--- config.mk ---
export PLATFORM = sky130hd
export DESIGN_NAME = led_gpio_ctrl
export DESIGN_NICKNAME = d
export VERILOG_FILES = /design/src/rtl/led_gpio_ctrl.sv
export SDC_FILE = /design/constraint.sdc
export NUM_CORES = 1
export LEC_CHECK = 0
export CAP_MARGIN = 20
export CORE_MARGIN = 2
export CORE_UTILIZATION = 38
export DETAILED_ROUTE_END_ITERATION = 16
export PLACE_DENSITY = 0.69
export REMOVE_ABC_BUFFERS = 1
export SLEW_MARGIN = 30
export SYNTH_ARGS = -nofsm -noshare
export SYNTH_HDL_FRONTEND = slang
export SYNTH_SLANG_ARGS = --single-unit
--- constraint.sdc ---
create_clock -name clk -period 3.6 [get_ports clk]
set_clock_uncertainty 0.1 [all_clocks]
set_input_delay 0.54 -clock clk [delete_from_list [all_inputs] [get_ports clk]]
set_output_delay 0.54 -clock clk [all_outputs]
set_load 0.02 [all_outputs]
--- src/rtl/led_gpio_ctrl.sv ---
// led_gpio_ctrl
// LED/GPIO output port for the peripheral bus window at 0xF0000000.
// Provides a latched DATA word (counter-mode select, LEDs, GPIO field),
// atomic LED bit-set / bit-clear, a prescaled hardware blink engine and
// combinational readback of the addressed register.
//
// Register map (addr):
//   0 DATA  : {gpio, led, cs}
//   1 SET   : led |= wdata[LED_W-1:0]          (reads live led_out)
//   2 CLR   : led &= ~wdata[LED_W-1:0]         (reads live led_out)
//   3 BLINK : blink_half = wdata[31:16], blink_mask = wdata[LED_W-1:0]
//
// led_out is held in its own register and computed from the next-state
// values, so a write is visible right after the edge that samples it and
// the LED pins only ever change on a clock edge.
module led_gpio_ctrl #(
    parameter int LED_W    = 8,
    parameter int GPIO_W   = 30 - LED_W,
    parameter int TICK_DIV = 50000
) (
    input  logic              clk,
    input  logic              rst,
    input  logic              GPIOf0000000_we,
    input  logic [1:0]        addr,
    input  logic [31:0]       Peripheral_in,
    output logic [31:0]       rd_data,
    output logic [1:0]        counter_set,
    output logic [LED_W-1:0]  led_out,
    output logic [GPIO_W-1:0] GPIOf0
);

    // Prescaler needs at least one bit even when TICK_DIV is 1 (tick every cycle).
    localparam int PRESC_W = (TICK_DIV > 1) ? $clog2(TICK_DIV) : 1;
    localparam logic [PRESC_W-1:0] PRESC_MAX = PRESC_W'(TICK_DIV - 1);

    localparam logic [1:0] ADDR_DATA  = 2'd0;
    localparam logic [1:0] ADDR_SET   = 2'd1;
    localparam logic [1:0] ADDR_CLR   = 2'd2;
    localparam logic [1:0] ADDR_BLINK = 2'd3;

    // Architectural state and its next-state values.
    logic [1:0]         cs_reg,         cs_next;
    logic [LED_W-1:0]   led_reg,        led_next;
    logic [GPIO_W-1:0]  gpio_reg,       gpio_next;
    logic [LED_W-1:0]   blink_mask_reg, blink_mask_next;
    logic [15:0]        blink_half_reg, blink_half_next;
    logic [PRESC_W-1:0] presc_reg,      presc_next;
    logic [15:0]        half_cnt_reg,   half_cnt_next;
    logic               phase_reg,      phase_next;
    logic [LED_W-1:0]   led_out_reg,    led_out_next;

    logic tick;
    logic blink_wr;

    assign blink_wr = GPIOf0000000_we && (addr == ADDR_BLINK);

    // Register-file write decode: DATA load, atomic SET/CLR, BLINK config.
    always_comb begin
        cs_next         = cs_reg;
        led_next        = led_reg;
        gpio_next       = gpio_reg;
        blink_mask_next = blink_mask_reg;
        blink_half_next = blink_half_reg;
        if (GPIOf0000000_we) begin
            case (addr)
                ADDR_DATA: begin
                    cs_next   = Peripheral_in[1:0];
                    led_next  = Peripheral_in[LED_W+1:2];
                    gpio_next = Peripheral_in[LED_W+2 +: GPIO_W];
                end
                ADDR_SET: begin
                    led_next = led_reg | Peripheral_in[LED_W-1:0];
                end
                ADDR_CLR: begin
                    led_next = led_reg & ~Peripheral_in[LED_W-1:0];
                end
                ADDR_BLINK: begin
                    blink_mask_next = Peripheral_in[LED_W-1:0];
                    blink_half_next = Peripheral_in[31:16];
                end
            endcase
        end
    end

    // Blink engine: free-running prescaler, half-period counter, phase flop.
    // A BLINK write overrides everything, including a coincident tick.
    always_comb begin
        tick          = (presc_reg == PRESC_MAX);
        presc_next    = tick ? '0 : presc_reg + PRESC_W'(1);
        half_cnt_next = half_cnt_reg;
        phase_next    = phase_reg;
        if (blink_half_reg == 16'd0) begin
            // Disabled: hold the engine at rest but let the prescaler run.
            half_cnt_next = '0;
            phase_next    = 1'b0;
        end else if (tick) begin
            if (half_cnt_reg == blink_half_reg - 16'd1) begin
                half_cnt_next = '0;
                phase_next    = ~phase_reg;
            end else begin
                half_cnt_next = half_cnt_reg + 16'd1;
            end
        end
        if (blink_wr) begin
            presc_next    = '0;
            half_cnt_next = '0;
            phase_next    = 1'b0;
        end
    end

    // Per-LED masking uses next-state values so led_out tracks led_reg with no extra delay.
    genvar gi;
    generate
        for (gi = 0; gi < LED_W; gi++) begin : g_led_mask
            assign led_out_next[gi] = led_next[gi] & ~(blink_mask_next[gi] & phase_next);
        end
    endgenerate

    // State update with synchronous reset; reset also idles the blink engine.
    always_ff @(posedge clk) begin
        if (rst) begin
            cs_reg         <= '0;
            led_reg        <= '0;
            gpio_reg       <= '0;
            blink_mask_reg <= '0;
            blink_half_reg <= '0;
            presc_reg      <= '0;
            half_cnt_reg   <= '0;
            phase_reg      <= 1'b0;
            led_out_reg    <= '0;
        end else begin
            cs_reg         <= cs_next;
            led_reg        <= led_next;
            gpio_reg       <= gpio_next;
            blink_mask_reg <= blink_mask_next;
            blink_half_reg <= blink_half_next;
            presc_reg      <= presc_next;
            half_cnt_reg   <= half_cnt_next;
            phase_reg      <= phase_next;
            led_out_reg    <= led_out_next;
        end
    end

    // Readback mux; depends only on addr and registered state.
    // For LED_W > 16 the upper mask bits share the blink_half field, so
    // blink_half is laid over the mask in the BLINK view.
    always_comb begin
        rd_data = '0;
        case (addr)
            ADDR_DATA:  rd_data = {gpio_reg, led_reg, cs_reg};
            ADDR_SET,
            ADDR_CLR:   rd_data = 32'(led_out_reg);
            ADDR_BLINK: begin
                rd_data        = 32'(blink_mask_reg);
                rd_data[31:16] = blink_half_reg;
            end
        endcase
    end

    assign counter_set = cs_reg;
    assign GPIOf0      = gpio_reg;
    assign led_out     = led_out_reg;

endmodule
# After elaboration in Yosys (flattened, before gate mapping)
# Index checks and enable logic that the tools add are counted.
# classes
add_sub_neg	3
mul	0
div_mod_pow	0
n_lt_le_gt_ge	0
eq_ne	5
shift	0
mux	10
bitwise	28
reduce_logical	8
# ops
operator	n
case mux 32 bit (3 select lines)	1
adder 16 x 1 -> 16 bit, second input constant	2
2-to-1 mux 8 bit	3
case mux 8 bit (3 select lines)	1
bitwise AND 1 bit	16
== test 16 bit	1
== test 16 bit, second input constant	1
logical NOT 16 bit	1
2-to-1 mux 16 bit	1
subtractor 16 x 1 -> 16 bit, second input constant	1
NOT 1 bit	9
bitwise AND 8 bit	1
NOT 8 bit	1
bitwise OR 8 bit	1
OR reduction 3 bit	2
== test 2 bit, second input constant	2
2-to-1 mux 1 bit	4
AND reduction 2 bit	2
== test 2 x 1 -> 1 bit, second input constant	1
logical NOT 2 bit	1
OR reduction 2 bit	1
logical AND 1 bit	1
# totals
reg_bits	97
latch_bits	0
mem_bits_rw	0
romBits	0
inputBits	37
output_inout_bits	64
word_cells	63
memories	0

# Depth between registers and ports, before layout
# depth
word_depth	9
ltp_mapped	11
ltp_nobuf	9

# Worst setup path after synthesis
# No wires, ideal clock.
# synth_path
path_type	register -> register
from	reg blink_half_reg[0]
to	reg led_out_reg[0], in the netlist led_out[0]
setup_time_ps	120
arrival_ps	2516
t_required_ps	3380
slack_ps	864
path_stages_with_launch	10
path_buffers	0
period_less_slack_ps	2736
cell_sequence	dfxtp_1 -> inv_1 -> ha_1 -> o21ba_2 -> a221oi_1 -> o32ai_1 -> a2111o_1 -> a2111oi_4 -> xnor2_1 -> o31a_1
# synth_between
elab_chain_len	9
elab_cells_between_ends	10
classes_between	add/sub: 1; eq/ne: 1; mux: 4; bitwise: 3; reduce/logical: 1
# synth_rtl
item	line_no	source
start, declared	46	logic [15:0] blink_half_reg, blink_half_next;
start signal, assigned	136	blink_half_reg <= blink_half_next;
subtractor 16 x 1 -> 16 bit	97	if (half_cnt_reg == blink_half_reg - 16'd1) begin
== test 16 bit	97	
2-to-1 mux 1 bit	97	
2-to-1 mux 1 bit	96	end else if (tick) begin
2-to-1 mux 1 bit *	92	if (blink_half_reg == 16'd0) begin
2-to-1 mux 1 bit *	104	if (blink_wr) begin
bitwise AND 1 bit *	115	assign led_out_next[gi] = led_next[gi] & ~(blink_mask_next[gi] & phase_next);
NOT 1 bit *	115	
bitwise AND 1 bit *	115	
end signal, assigned	140	led_out_reg <= led_out_next;
end, declared	50	logic [LED_W-1:0] led_out_reg, led_out_next;
# Every way passes the cells marked *; elsewhere a longest branch is shown, timed or not.
# A chain may end at the register's enable or synchronous reset.

# Worst setup path after layout
# layout_path
from	reg blink_half_reg[0]
to	reg led_out_reg[6], in the netlist led_out[6]
# The elaborated chain is that of the path after synthesis.

==> summary.md <==
| Metric | Value |
|---|---|
| Run status | `finished clean` |
| Met3 usage in global routing | `0.03766` |
| Unrepaired setup endpoints after global routing | `no` |
| Layout area overhead | `30.99%` |
| Reg power frac | `0.452` |
| Fin. max-slew vios | `0` |
| Port buffer count | `100` |
| Critical Path Source Type | `flip-flop` |
| Max-slew headroom | `0.3702` |
| Die area | `13430 um^2` |
| Clock sink count | `97` |
| Ys Warns | `0` |
| VDD IR max | `0.0002686 V` |
| Pwr/cell area | `400.3 nW/um^2` |
| WP data arrival | `3.44 ns` |
| Final Cycle Share | `0.8995` |
| Fin crit period | `3.238 ns` |
| Vias in the first global route | `4196` |
| First-pass GRT wire length | `20330 um` |
| CTS buffer count | `9` |
| Setup violators final | `0` |
| GR Layer Usage met1 | `0.2471` |
| GRT overflow | `0` |
| TritonRoute pass-1 iters | `5` |
| Post-Synthesis Cell Area | `4756 um^2` |
| TNS Setup | `0 ns` |
| Worst slew pin tran | `0.9380 ns` |
| EDFF count, synth | `0` |
| Commonest non-fill, non-tap cell in the layout | `nand2_1` |
| Post-route DRC | `0` |
| Via count | `4451` |
| H-tree depth | `3` |
| Int Power | `1.877 mW` |
| Post_cts resized | `0` |
| Final wirelength | `12480 um` |
| Seq. cell area | `1942 um^2` |
| Critical path endpoint category | `flip-flop` |
| Peak fanout along the critical path | `9` |
| Dpl cells | `848` |
| Top FF cell, synth | `dfxtp_1` |
| GP Congestion | `0.9119` |
| CTS Root Cell | `clkbuf_16` |
| Hold Buf Count CTS | `0` |
| Worst min path class | `flip-flop to flip-flop` |
| Clock Power Share | `0.417` |
| WL/cell | `14.44 um` |
| Met2 Resource Use GR | `0.3080` |
| Layout cells sized above 1 | `0.04741` |
| FFs w/ async S/R, synth | `0` |
| Req. time, crit path | `3.80 ns` |
| Antenna cells | `0` |
| Core region area | `12110 um^2` |
| Post-DP HPWL | `8985 um` |
| Initial Util | `0.3927` |
| Detail Route Antenna Nets | `0` |
| Die span in y | `115.9 um` |
| Initial antenna violation count | `0` |
| Largest net degree at the start of global routing | `45` |
| TritonCTS clock tree | `built` |
| Clock buffer depth | `2` |
| Synth unique cells | `47` |
| Row count | `40` |
| Max Fclk | `0.3088 GHz` |
| Leakage | `2.209 nW` |
| Sw power | `617.3 uW` |
| Chip Width | `115.9 um` |
| Mean Syn Cell Area | `7.809 um^2` |
| Register area share after synthesis | `0.4083` |
| Final Hold Viols | `0` |
| Ports | `101` |
| Most frequent cells in the layout | `144 x nand2_1, 99 x clkdlybuf4s50_1, 97 x dfxtp_1` |
| Max reg flops | `22` |
| Max Cap Viol | `0` |
| Fillers | `1175` |
| Yosys reg bits | `97` |
| WS Path Type | `flip-flop to flip-flop` |
| Via-to-Cell Ratio | `5.152` |
| Postcts setup bufs | `0` |
| Most used routing layer | `met2` |
| Net Sw Frac | `0.2475` |
| Layout Cells excl Fill | `864` |
| Synth Instances | `609` |
| Gate power share | `0.131` |
| Area of the multi-input gates | `2630 um^2` |
| Final nets | `736` |
| Clock insertion delay at the later pin of the skew report | `0.36 ns` |
| Clock slew at reported path FFs | `0.07 ns` |
| GR Util All Layers | `0.1915` |
| Initial detailed-routing violation count | `290` |
## cell families after synthesis
| group | count (synthesis) | synth area share |
|---|---|---|
| adders and majority gates | 8 | 0.02105 |
| muxes | 9 | 0.01894 |
| DFF | 97 | 0.4083 |
| buffers and inverters | 49 | 0.03920 |
| AOI/OAI and AO/OA | 124 | 0.1613 |
| xor gates and xnor gates | 47 | 0.08656 |
| and+or+nand+nor | 275 | 0.2647 |
## worst max-delay path, stage by stage (launching register included)
cell and delay (ns):
dfxtp_1 0.37, inv_1 0.08, ha_1 0.27, nor3b_2 0.41
nand3_1 0.23, or4_1 0.51, nand4_1 0.15, a2111oi_4 0.07
xnor2_1 0.75, o31a_1 0.23
## per-layer routing
metal,up-vias,wire length (um)
li1,2223,-
met1,2073,5722
met2,140,5725
met3,15,780
met4,0,252
met5,-,0
## synthesized netlist by cell type (4+ instances only)
| library cell | number | area, um^2 |
|---|---|---|
| a21oi_1 | 52 | 260.3 |
| clkbuf_1 | 34 | 127.6 |
| nand2_1 | 144 | 540.5 |
| dfxtp_1 | 97 | 1942 |
| o21ai_0 | 35 | 175.2 |
| nand3_1 | 12 | 60.06 |
| mux2i_1 | 9 | 90.09 |
| ha_1 | 8 | 100.1 |
| nor3_1 | 8 | 40.04 |
| and3_1 | 8 | 50.05 |
| xor2_1 | 23 | 201.4 |
| and4_1 | 4 | 35.03 |
| nor2_1 | 49 | 183.9 |
| o31a_1 | 8 | 70.07 |
| nand4_1 | 11 | 68.82 |
| inv_1 | 9 | 33.78 |
| nor2b_1 | 9 | 56.30 |
| buf_1 | 4 | 15.01 |
| a22oi_1 | 8 | 60.06 |
| xnor2_1 | 24 | 210.2 |
| a22o_1 | 8 | 70.07 |
| and2_1 | 10 | 62.56 |
## worst paths after layout
path | slack, ns | startpoint | cells past startpoint | endpoint
worst min register to register | 0.37 | GPIOf0[3]$_SDFFE_PP0P_ | 2 | GPIOf0[3]$_SDFFE_PP0P_
worst min-delay path | 0.37 | GPIOf0[3]$_SDFFE_PP0P_ | 2 | GPIOf0[3]$_SDFFE_PP0P_
worst max-delay path | 0.36 | blink_half_reg[0]$_SDFFE_PP0P_ | 9 | led_out[6]$_SDFF_PP0_
worst max register to register | 0.36 | blink_half_reg[0]$_SDFFE_PP0P_ | 9 | led_out[6]$_SDFF_PP0_
## power by group through the flow
stage	clock (mW)	sequential, mW	combinational (mW)
final	1.04	1.13	0.327
after floorplan	0	1.16	0.156
after global placement	0	1.15	0.321
after CTS	1.06	1.13	0.328
after global routing	1.11	1.13	0.356
after detailed placement	0	1.15	0.326
## final cells by class
cell class,count,area share
Clock buffer,12,0.03957
Timing Repair Buffer,111,0.1751
Tap cell,168,0.03374
Inverter,9,0.005423
Clock inverter,4,0.01225
Multi-Input combinational cell,463,0.4222
Sequential cell,97,0.3117
## through the flow
stage | total power, mW | setup slack (ns) | cell area, um^2 | utilization | hold slack [ns]
6_report | 2.494 | 0.3618 | 6230 | 0.5144 | 0.3689
3_5_place_dp | 1.478 | 0.3793 | 5907 | 0.4877 | 0.3608
5_1_grt | 2.598 | 0.1177 | 6230 | 0.5144 | 0.3810
4_1_cts | 2.517 | 0.3762 | 6230 | 0.5144 | 0.3696
2_1_floorplan | 1.317 | 0.7803 | 4603 | - | 0.3295
3_3_place_gp | 1.471 | 0.4295 | 5907 | 0.4877 | 0.3404
(Power assumes the default switching activity.)
